===== src/rtl/div_unit_pkg.sv =====
// Shared CPU package slice: divider FSM encoding and default operand width.
package div_unit_pkg;

  localparam int DIV_WIDTH = 32;

  typedef enum logic [1:0] {
    ST_IDLE = 2'd0,
    ST_RUN  = 2'd1,
    ST_DONE = 2'd2
  } div_state_e;

endpackage


===== src/rtl/div_step.sv =====
// One restoring-division step: shift the next dividend bit into the partial
// remainder, subtract the divisor if it fits, and shift the quotient bit in.
module div_step #(
  parameter int WIDTH = 32
) (
  input  logic [WIDTH-1:0] rem_i,
  input  logic [WIDTH-1:0] quo_i,
  input  logic [WIDTH-1:0] dvs_i,
  output logic [WIDTH-1:0] rem_o,
  output logic [WIDTH-1:0] quo_o
);

  logic [WIDTH:0]   shifted;
  logic [WIDTH+1:0] diff;
  logic             unused_diff_msb;

  // rem_i < dvs_i keeps the difference inside WIDTH bits whenever it is kept
  assign unused_diff_msb = diff[WIDTH];

  always_comb begin
    shifted = {rem_i, quo_i[WIDTH-1]};
    diff    = {1'b0, shifted} - {2'b00, dvs_i};
    if (diff[WIDTH+1]) begin
      rem_o = shifted[WIDTH-1:0];
      quo_o = {quo_i[WIDTH-2:0], 1'b0};
    end else begin
      rem_o = diff[WIDTH-1:0];
      quo_o = {quo_i[WIDTH-2:0], 1'b1};
    end
  end

endmodule


===== src/rtl/div_unit.sv =====
// Iterative WIDTH-cycle restoring divider for the EX stage, with cancel on flush.
// Signed DIV support is built only when DIV_SIGNED_EN is defined.
module div_unit
  import div_unit_pkg::*;
#(
  parameter int WIDTH = DIV_WIDTH
) (
  input  logic             clk,
  input  logic             rst,
  input  logic             start,
  input  logic             signed_op,
  input  logic [WIDTH-1:0] a,
  input  logic [WIDTH-1:0] b,
  input  logic             cancel,
  output logic             busy,
  output logic             done,
  output logic [WIDTH-1:0] quotient,
  output logic [WIDTH-1:0] remainder,
  output logic             div_by_zero
);

  localparam int CNT_W = $clog2(WIDTH);

  div_state_e       state_q, state_d;
  logic [CNT_W-1:0] cnt_q, cnt_d;
  logic [WIDTH-1:0] rem_q, rem_d, quo_q, quo_d, dvs_q, dvs_d, a_q, a_d;
  logic             qneg_q, qneg_d, rneg_q, rneg_d, dbz_q, dbz_d;
  logic [WIDTH-1:0] quotient_q, quotient_d, remainder_q, remainder_d;
  logic             div_by_zero_q, div_by_zero_d;

  logic             sgn, a_neg, b_neg;
  logic [WIDTH-1:0] a_mag, b_mag, step_rem, step_quo;

`ifdef DIV_SIGNED_EN
  assign sgn = signed_op;
`else
  logic unused_signed_op;
  assign unused_signed_op = signed_op;
  assign sgn = 1'b0;
`endif

  assign a_neg = sgn & a[WIDTH-1];
  assign b_neg = sgn & b[WIDTH-1];
  assign a_mag = a_neg ? (~a + 1'b1) : a;
  assign b_mag = b_neg ? (~b + 1'b1) : b;

  div_step #(.WIDTH(WIDTH)) u_step (
    .rem_i (rem_q),
    .quo_i (quo_q),
    .dvs_i (dvs_q),
    .rem_o (step_rem),
    .quo_o (step_quo)
  );

  always_comb begin
    state_d       = state_q;
    cnt_d         = cnt_q;
    rem_d         = rem_q;
    quo_d         = quo_q;
    dvs_d         = dvs_q;
    a_d           = a_q;
    qneg_d        = qneg_q;
    rneg_d        = rneg_q;
    dbz_d         = dbz_q;
    quotient_d    = quotient_q;
    remainder_d   = remainder_q;
    div_by_zero_d = div_by_zero_q;

    if (cancel) begin
      state_d = ST_IDLE;
    end else begin
      case (state_q)
        ST_IDLE, ST_DONE: begin
          if (start) begin
            state_d = ST_RUN;
            cnt_d   = '0;
            rem_d   = '0;
            quo_d   = a_mag;
            dvs_d   = b_mag;
            a_d     = a;
            qneg_d  = a_neg ^ b_neg;
            rneg_d  = a_neg;
            dbz_d   = (b == '0);
          end else begin
            state_d = ST_IDLE;
          end
        end
        ST_RUN: begin
          rem_d = step_rem;
          quo_d = step_quo;
          cnt_d = cnt_q + 1'b1;
          if (cnt_q == CNT_W'(WIDTH-1)) begin
            state_d = ST_DONE;
            // Divide-by-zero bypasses sign fixup: all ones and the raw dividend
            if (dbz_q) begin
              quotient_d  = '1;
              remainder_d = a_q;
            end else begin
              quotient_d  = qneg_q ? (~step_quo + 1'b1) : step_quo;
              remainder_d = rneg_q ? (~step_rem + 1'b1) : step_rem;
            end
            div_by_zero_d = dbz_q;
          end
        end
        default: state_d = ST_IDLE;
      endcase
    end
  end

  always_ff @(posedge clk) begin
    if (rst) begin
      state_q       <= ST_IDLE;
      cnt_q         <= '0;
      rem_q         <= '0;
      quo_q         <= '0;
      dvs_q         <= '0;
      a_q           <= '0;
      qneg_q        <= 1'b0;
      rneg_q        <= 1'b0;
      dbz_q         <= 1'b0;
      quotient_q    <= '0;
      remainder_q   <= '0;
      div_by_zero_q <= 1'b0;
    end else begin
      state_q       <= state_d;
      cnt_q         <= cnt_d;
      rem_q         <= rem_d;
      quo_q         <= quo_d;
      dvs_q         <= dvs_d;
      a_q           <= a_d;
      qneg_q        <= qneg_d;
      rneg_q        <= rneg_d;
      dbz_q         <= dbz_d;
      quotient_q    <= quotient_d;
      remainder_q   <= remainder_d;
      div_by_zero_q <= div_by_zero_d;
    end
  end

  assign busy        = (state_q == ST_RUN);
  assign done        = (state_q == ST_DONE) & ~cancel;
  assign quotient    = quotient_q;
  assign remainder   = remainder_q;
  assign div_by_zero = div_by_zero_q;

endmodule


===== config.mk =====
export PLATFORM = sky130hd
export DESIGN_NAME = div_unit
export DESIGN_NICKNAME = d
export VERILOG_FILES = /design/src/rtl/div_unit_pkg.sv /design/src/rtl/div_step.sv /design/src/rtl/div_unit.sv
export SDC_FILE = /design/constraint.sdc
export NUM_CORES = 1
export LEC_CHECK = 0
export ABC_AREA = 1
export BUFFER_PORTS_ARGS = -buffer_cell sky130_fd_sc_hd__buf_2
export CAP_MARGIN = 20
export CELL_PAD_IN_SITES_DETAIL_PLACEMENT = 0
export CELL_PAD_IN_SITES_GLOBAL_PLACEMENT = 2
export CORE_MARGIN = 3
export CORE_UTILIZATION = 32
export CTS_CLUSTER_SIZE = 24
export DETAILED_ROUTE_END_ITERATION = 12
export GPL_ROUTABILITY_DRIVEN = 0
export PLACE_DENSITY = 0.82
export SLEW_MARGIN = 20
export SYNTH_ARGS = -nofsm -noshare
export SYNTH_HDL_FRONTEND = slang
export SYNTH_SLANG_ARGS = --single-unit

===== constraint.sdc =====
create_clock -name clk -period 2.5 [get_ports clk]
set_clock_uncertainty 0.05 [all_clocks]
set_input_delay 0 -clock clk [delete_from_list [all_inputs] [get_ports clk]]
set_output_delay 0 -clock clk [all_outputs]
set_load 0.01 [all_outputs]

==> results_dict.tcl, run 1 <==
set metrics [dict create \
    status "finished, final reports clean" \
    max-cap-violations 0 \
    drt_iter0_drc 534 \
    grt_pass1_wl_um 55080 \
    antenna_found_initial 0 \
    power_frac_comb_pct 13.3 \
    cts.path.max_buffers 3 \
    dp_hpwl_um 25810 \
    critical_path.most_common_cell "nand3_1" \
    cts-htree-levels 1 \
    ant_nets 0 \
    ys_warn_count 0 \
    wl_um 34190 \
    crit_chain "inv_1 > ha_1 > fa_1 > inv_1 > nand3_1 > nand3_1 > a21oi_1 > nor2_1 > nor2_1 > nand2_1 > nand3_1 > nand3_1 > a21oi_1" \
    hold_path_depth 4 \
    dp_cells 2106 \
    grt_max_degree 79 \
    swShare_pct 26.09 \
    vias_per_cell 4.701 \
    final_cells 2214 \
    track_usage_pct 19.23 \
    reg2reg_depth 13 \
    clock_sinks 201 \
    setup_viol 0 \
    ys_types 40 \
    io_pins 136 \
    cts_buffers 24 \
    grt_overflow 0 \
    drv_slew 0 \
    drc 0 \
    stdcell_area_sq_um 13310 \
    switchingPower_mw 2.028 \
    synth-edff-count 0 \
    wl_per_cell_um 15.44 \
    power_frac_clock_pct 43.8 \
    netlist_instances 1565 \
    p_int_mw 5.746 \
    grt_pass1_vias 10237 \
    synth_ff_type "dfxtp_1" \
    final_common_cell "nand2_1" \
    final_cell_mix "nand2_1 (500), inv_1 (205), dfxtp_1 (193)" \
    cp_slowest_cell "fa_1" \
    port_buffers 134 \
    critPathCaptureType "flip-flop" \
    die_x_um 186.8 \
    crit_path_start_kind "flip-flop" \
    fin_crit_sh_pct 93.11 \
    required_ns 2.81 \
    ys_ff_latch 201 \
    placed_cell_area_sq_um 11750 \
    syn_nets 1669 \
    worstPathArrival_ns 2.64 \
    clkLatencyLatePin_ns 0.52 \
    syn_to_final_growth_pct 27.20 \
    syn_area_per_cell_sq_um 6.684 \
    ir_drop_uv 419.3 \
    seq_power_share_pct 42.9 \
    tns_ns 0 \
    dieArea_sq_um 34890 \
    initial_core_util_pct 32.81 \
    power.leakage_nw 6.087 \
    max_freq_mhz 429.6 \
    fillCellCount 3428 \
    path_class "flip-flop to flip-flop" \
    first_pass_iters 5 \
    slowest_delay_ns 0.39 \
    async_flop_share_pct 0 \
    row_count 65 \
    worstMarginPinSlew_ns 0.8591 \
    min_period_ns 2.328 \
    vias 10408 \
    regArea_sq_um 4034 \
    cp.depth 13 \
    coreArea_sq_um 31880 \
    cts_tree "built" \
    hold_viol 0 \
    clkTransAtPathRegs_ns 0.06 \
    slew_headroom_pct 42.73 \
    rsz0062_at_grt "no" \
    cts_root_buf "clkbuf_16" \
    netlist_area_sq_um 10460 \
    drive_gt1_share_pct 16.64 \
    critical_path.max_fanout 4 \
    hold_class "input pin to flip-flop" \
    layout.nets 1870 \
    multi_input_area_sq_um 5396 \
    dieHeight_um 186.8 \
    crit_buf_inv 2 \
    insertedDiodeCount 0 \
    yosysSeqAreaShare_pct 38.47 \
    path_delay_family "simple AND/OR/NAND/NOR gates" \
    cellPowerDensity_nw_per_um2 584.3 \
]
-- state kept, by name, indices dropped and copies added, names as in the netlist --
signal	flops
quo_q	32
dbz_q	1
cnt_q	5
div_by_zero	1
state_q	2
a_q	32
rem_q	32
quotient	32
remainder	32
dvs_q	32
-- metal layers --
metal,global-route usage [%],vias up,part of all wire (%)
li1,-,5393,-
met1,26.37,4805,48
met2,32.49,169,46
met3,2.010,41,2.8
met4,4.740,0,2.5
met5,0,-,0
-- cell usage after synthesis, drive strengths merged, types with 2 or more instances --
library cell	n	area share, %
a21oi	157	7.8
xor2	8	0.67
o21ai	65	3.1
and2	7	0.42
dfxtp	201	38
o21bai	2	0.14
nand3	104	5.3
clkbuf	51	1.8
nand4	8	0.48
ha	34	4.1
xnor2	5	0.42
o22ai	26	1.6
nand2	522	20
inv	216	7.8
nor2	80	3.3
a31oi	28	1.7
nor3	6	0.33
nor4	8	0.48
a21o	2	0.14
buf	21	1.2
and3	2	0.12
nand3b	6	0.43
-- final cells by class --
class	count	share of cell area (%)
Sequential cell	201	30.32
Tap cell	435	4.091
Timing Repair Buffer	247	13.15
Inverter	217	6.169
Clock buffer	35	5.360
Clock inverter	4	0.3573
Multi-Input combinational cell	1075	40.56
-- power by group through the flow --
stage / sequential (mW) / combinational, mW / clock, mW
global placement: 3.41 / 0.925 / 0
finish: 3.34 / 1.03 / 3.41
floorplan: 3.40 / 0.604 / 0
CTS: 3.34 / 1.01 / 3.50
detailed placement: 3.41 / 0.928 / 0
global route: 3.35 / 1.17 / 3.62
-- worst register-to-register path, delay by kind of cell, from the launching register on --
| kind | cells | cell delay (ns) |
|---|---|---|
| AO/OA/AOI/OAI | 2 | 0.23 |
| adder cells (fa/ha/maj) | 2 | 0.61 |
| buffers and inverters | 2 | 0.19 |
| flip-flops | 1 | 0.33 |
| AND/OR/NAND/NOR | 7 | 0.77 |
-- cells by family (layout without fill, tap and decap cells) --
logic type / after synthesis / count (layout) / synth area share [%]
and+or+nand+nor: 744 / 744 / 30.72
buffers and inverters: 289 / 503 / 10.80
AOI/OAI and AO/OA: 283 / 283 / 14.67
DFF: 201 / 201 / 38.47
adders and majority gates: 35 / 35 / 4.258
xor gates and xnor gates: 13 / 13 / 1.089
-- timing repair --
item	CTS	global route
buffers inserted	0	1
endpoints found under the hold margin	97	0
hold buffers	68	0
gates resized for setup	0	37
setup endpoints to repair	0	66
-- worst paths after layout --
kind                                              from                          to  slack [ns]
worst min register to register  dvs_q[27]$_SDFFE_PP0P_      dvs_q[27]$_SDFFE_PP0P_        0.40
worst max-delay path            quo_q[31]$_SDFFE_PP0P_  remainder[16]$_SDFFE_PP0P_        0.17
worst max register to register  quo_q[31]$_SDFFE_PP0P_  remainder[16]$_SDFFE_PP0P_        0.17
worst min-delay path                             a[11]      quo_q[11]$_SDFFE_PP0P_        0.24
-- per-stage QoR --
stage	setup WS [ns]	utilization [%]	power, mW	hold WS [ns]
2_1_floorplan	0.4121	-	4.000	-0.002469
3_3_place_gp	0.05602	36.86	4.332	0.2310
3_5_place_dp	0.03869	36.86	4.335	0.2331
4_1_cts	0.03715	41.39	7.846	0.2324
5_1_grt	0.0002174	41.73	8.134	0.2706
6_report	0.1723	41.73	7.774	0.2391
(Power assumes the default switching activity.)
==> inputs of run 2 (changes only) <==
==> constraint.sdc (replaced) <==
create_clock -name clk -period 2.5 [get_ports clk]
set_clock_uncertainty 0.05 [all_clocks]
set_input_delay 0.25 -clock clk [delete_from_list [all_inputs] [get_ports clk]]
set_output_delay 0.25 -clock clk [all_outputs]
set_load 0.02 [all_outputs]
==> run 2 against run 1 <==
Net effect: fmax down 0.42%; sequential cell count unchanged; worst setup slack worse by 0.0098 ns; clock power up 14%.
==> results_dict.tcl, run 2 (synthesis gave the netlist of run 1 again) <==
set metrics [dict create \
    drv_slew 0 \
    max-cap-violations 0 \
    wl_um 33310 \
    reg2reg_depth 15 \
    cts-htree-levels 1 \
    hold_viol 0 \
    ir_drop_uv 425.1 \
    antenna_found_initial 0 \
    vias_per_cell 4.650 \
    critical_path.max_fanout 17 \
    status "finished, final reports clean" \
    worstMarginPinSlew_ns 0.7239 \
    first_pass_iters 7 \
    slew_headroom_pct 51.67 \
    grt_overflow 0 \
    row_count 65 \
    coreArea_sq_um 31880 \
    worst_hold_slack_ns 0.006375 \
    clkLatencyLatePin_ns 0.51 \
    rsz0062_at_grt "no" \
    drt_iter0_drc 543 \
    crit_end "rem_q[29]$_SDFFE_PP0P_" \
    ant_nets 0 \
    crit_path_start_kind "flip-flop" \
    port_buffers 134 \
    io_pins 136 \
    drc 0 \
    setup_viol 0 \
    crit_path_start "dvs_q[12]$_SDFFE_PP0P_" \
    r2r_setup_slack_ns 0.16 \
    grt_pass1_vias 9979 \
    r2r-end "rem_q[29]$_SDFFE_PP0P_" \
    cellPowerDensity_nw_per_um2 620.8 \
    clkTransAtPathRegs_ns 0.06 \
    path_class "flip-flop to flip-flop" \
    cts_buffers 24 \
    track_usage_pct 18.63 \
    max_freq_mhz 427.8 \
    required_ns 2.88 \
    cts_tree "built" \
    dp_hpwl_um 24730 \
    worstReg2RegStart "dvs_q[12]$_SDFFE_PP0P_" \
    initial_core_util_pct 32.81 \
    dieHeight_um 186.8 \
    final_common_cell "nand2_1" \
    cts_root_buf "clkbuf_16" \
    vias 10226 \
    wl_per_cell_um 15.15 \
    grt_pass1_wl_um 53550 \
    clock_sinks 201 \
    final_cell_mix "nand2_1 (502), inv_1 (204), dfxtp_1 (194)" \
    power.leakage_nw 6.086 \
    critPathCaptureType "flip-flop" \
    grt_max_degree 142 \
    syn_to_final_growth_pct 26.95 \
    cts.path.max_buffers 3 \
    final.setup.worst_slack_ns 0.1625 \
    insertedDiodeCount 0 \
    fin_crit_sh_pct 93.50 \
    min_period_ns 2.337 \
    tns_ns 0 \
    drive_gt1_share_pct 17.01 \
    dieArea_sq_um 34890 \
    fin_util_pct 41.65 \
    pre_cts_ws_ns -0.06074 \
    worstPathArrival_ns 2.72 \
    layout.nets 1850 \
    die_x_um 186.8 \
    hold_class "input pin to flip-flop" \
]
-- run 2: layer usage --
layer  wire length (um)  GRT usage [%]
met5                  0              0
met4                652          3.926
met3               1147          2.142
met2              15310          31.70
met1              16200          25.54
-- run 2: timing repair --
| item | CTS | global route |
|---|---|---|
| gates cloned | 0 | 0 |
| hold endpoints to repair | 60 | 0 |
| gates resized for setup | 1 | 29 |
| hold buffers | 50 | 0 |
| pin swaps | 0 | 3 |
| setup endpoints to repair | 4 | 64 |
| setup buffers | 0 | 2 |
-- run 2: area by class of cell --
cell class / count / area, sq um
Fill cell: 3458 / 18600
Multi-Input combinational cell: 1075 / 5421
Sequential cell: 201 / 4033
Timing Repair Buffer: 227 / 1575
Inverter: 217 / 814.5
Clock buffer: 30 / 664.4
Tap cell: 435 / 544.3
Clock inverter: 14 / 226.5
-- run 2: per-stage QoR --
step,total power [mW],cell area (sq um),cells
floorplan,4.001,10460,1565
global placement,4.335,11760,2103
detailed placement,4.337,11760,2103
CTS,8.337,13150,2197
global route,8.635,13280,2199
finish,8.244,13280,2199
-- run 2: how the worst min path moves through the flow --
stage                                     from                      end  depth (start not counted)
final                                    a[15]     a_q[15]$_SDFFE_PP0P_                          3
after global routing                     a[18]     a_q[18]$_SDFFE_PP0P_                          3
after CTS                                 b[9]    dvs_q[9]$_SDFFE_PP0P_                          3
after detailed placement  a_q[31]$_SDFFE_PP0P_     a_q[31]$_SDFFE_PP0P_                          2
after global placement    a_q[31]$_SDFFE_PP0P_     a_q[31]$_SDFFE_PP0P_                          2
after floorplan                         cancel  state_q[0]$_SDFFE_PP0P_                          1
-- run 2: critical path, cell delays in order (launching register included) --
cell and delay, ns:
dfxtp_1 0.31, inv_1 0.05, ha_2 0.38, nand2_1 0.10, nor2_1 0.23, nand2_1 0.13
inv_1 0.11, nand2_4 0.07, nand2_4 0.07, nand2_4 0.07, nand2_4 0.10, buf_12 0.15
nand3_1 0.11, nand2_1 0.13, nand2_1 0.06, a21oi_1 0.15
-- run 2: power by group --
group / internal, mW / switching (mW) / leakage, nW / total [mW]
Combinational: 0.381 / 0.622 / 4.01 / 1.00
Sequential: 3.30 / 0.0417 / 1.64 / 3.34
Clock: 2.50 / 1.40 / 0.439 / 3.90
Total: 6.18 / 2.06 / 6.09 / 8.24
==> inputs of run 3 (changes only) <==
RECOVER_POWER = 50   (was unset)
==> run 3 against run 2 <==
Net effect: clock power barely moved; utilization fell by 0.34 points; clock-buffer cell count did not move; worst setup slack got worse by 0.0064 ns; via count rose by 0.21%; wire length rose by 0.22%; critical path depth did not move; design area fell by 0.81%; combinational power barely moved; first-iteration DRC count rose by 8.7%.
==> results_dict.tcl, run 3 (synthesis gave the netlist of run 1 again) <==
set metrics [dict create \
    dp_cells 2103 \
    tns_ns 0 \
    die_x_um 186.8 \
    coreArea_sq_um 31880 \
    cp_slowest_cell "ha_2" \
    slowest_delay_ns 0.38 \
    final_cell_mix "nand2_1 (502), inv_1 (205), dfxtp_1 (194)" \
    cts.path.max_buffers 3 \
    drc 0 \
    stdcell_area_sq_um 13170 \
    vias 10247 \
    grt_pass1_wl_um 53550 \
    port_buffers 134 \
    status "finished, final reports clean" \
    wl_um 33390 \
    r2r-end "rem_q[29]$_SDFFE_PP0P_" \
    clkLatencyLatePin_ns 0.51 \
    insertedDiodeCount 0 \
    wl_per_cell_um 15.18 \
    power.leakage_nw 5.785 \
    crit_end "rem_q[29]$_SDFFE_PP0P_" \
    worstPathArrival_ns 2.72 \
    final.setup.worst_slack_ns 0.1561 \
    ir_drop_uv 424.2 \
    final_common_cell "nand2_1" \
    min_period_ns 2.344 \
    worstReg2RegStart "dvs_q[12]$_SDFFE_PP0P_" \
    crit_path_start_kind "flip-flop" \
    pre_cts_ws_ns -0.06074 \
    final_cells 2199 \
    drv_slew 0 \
    hold_class "input pin to flip-flop" \
    placed_cell_area_sq_um 11760 \
    dieArea_sq_um 34890 \
    fin_util_pct 41.31 \
    io_pins 136 \
    clock_sinks 201 \
    slew_headroom_pct 52.25 \
    critPathCaptureType "flip-flop" \
    vias_per_cell 4.660 \
    grt_pass1_vias 9979 \
    cts_buffers 24 \
    clkTransAtPathRegs_ns 0.06 \
    track_usage_pct 18.63 \
    crit_path_start "dvs_q[12]$_SDFFE_PP0P_" \
    layout.nets 1850 \
    first_pass_iters 5 \
    max-cap-violations 0 \
    dp_hpwl_um 24730 \
    cts_root_buf "clkbuf_16" \
    critical_path.max_fanout 17 \
    hold_viol 0 \
    r2r_setup_slack_ns 0.16 \
    max_freq_mhz 426.6 \
    cts_tree "built" \
    fin_crit_sh_pct 93.76 \
    reg2reg_depth 15 \
    fillCellCount 3493 \
    initial_core_util_pct 32.81 \
    required_ns 2.88 \
    rsz0062_at_grt "no" \
    cellPowerDensity_nw_per_um2 625.3 \
    drt_iter0_drc 590 \
    setup_viol 0 \
    crit_chain "inv_1 > ha_2 > nand2_1 > nor2_1 > nand2_1 > inv_1 > nand2_4 > nand2_4 > nand2_4 > nand2_4 > buf_12 > nand3_1 > nand2_1 > nand2_1 > a21oi_1" \
    worstMarginPinSlew_ns 0.7163 \
    path_class "flip-flop to flip-flop" \
    cts-htree-levels 1 \
    worst_hold_slack_ns 0.007818 \
    power_mw 8.237 \
    grt_max_degree 142 \
    syn_to_final_growth_pct 25.92 \
    row_count 65 \
    drive_gt1_share_pct 13.15 \
    dieHeight_um 186.8 \
    ant_nets 0 \
    grt_overflow 0 \
    antenna_found_initial 0 \
]
-- run 3: how the worst min path moves through the flow --
stage / from / end / slack, ns / cells past startpoint
2_1_floorplan: cancel / state_q[0]$_SDFFE_PP0P_ / 0.28 / 1
3_3_place_gp: a_q[31]$_SDFFE_PP0P_ / a_q[31]$_SDFFE_PP0P_ / 0.39 / 2
3_5_place_dp: a_q[31]$_SDFFE_PP0P_ / a_q[31]$_SDFFE_PP0P_ / 0.39 / 2
4_1_cts: b[9] / dvs_q[9]$_SDFFE_PP0P_ / 0.003 / 3
5_1_grt: a[18] / a_q[18]$_SDFFE_PP0P_ / 0.01 / 3
6_report: a[15] / a_q[15]$_SDFFE_PP0P_ / 0.008 / 3
-- run 3: repair_timing --
action / in CTS / in global routing
hold buffers: 50 / 0
setup endpoints to repair: 4 / 64
setup buffers: 0 / 2
pin swaps: 0 / 3
gates resized for setup: 1 / 29
hold endpoints to repair: 60 / 0
-- run 3: where the power goes --
part           switching (mW)  internal, mW
clock network            1.40          2.50
registers              0.0418          3.30
logic                   0.622         0.376
total                    2.06          6.18
-- run 3: layer usage --
metal / vias to the layer above / global-route usage [%] / part of all wire (%)
met5: - / 0 / 0
met4: 0 / 3.926 / 1.8
met3: 35 / 2.142 / 3.1
met2: 165 / 31.70 / 46
met1: 4686 / 25.54 / 49
li1: 5361 / - / -
-- run 3: final cells by class --
cell class / count / area (sq um) / area share [%]
Clock buffer: 30 / 664.4 / 5.044
Clock inverter: 14 / 226.5 / 1.719
Inverter: 217 / 814.5 / 6.184
Multi-Input combinational cell: 1075 / 5419 / 41.14
Sequential cell: 201 / 4033 / 30.62
Tap cell: 435 / 544.3 / 4.132
Timing Repair Buffer: 227 / 1470 / 11.16
-- run 3: critical path, delay by kind of cell (launching register included) --
family / cells / cell delay [ns]
AND/OR/NAND/NOR: 10 / 1.08
adder cells (fa/ha/maj): 1 / 0.38
flip-flops: 1 / 0.31
buffers and inverters: 3 / 0.31
AO/OA/AOI/OAI: 1 / 0.15
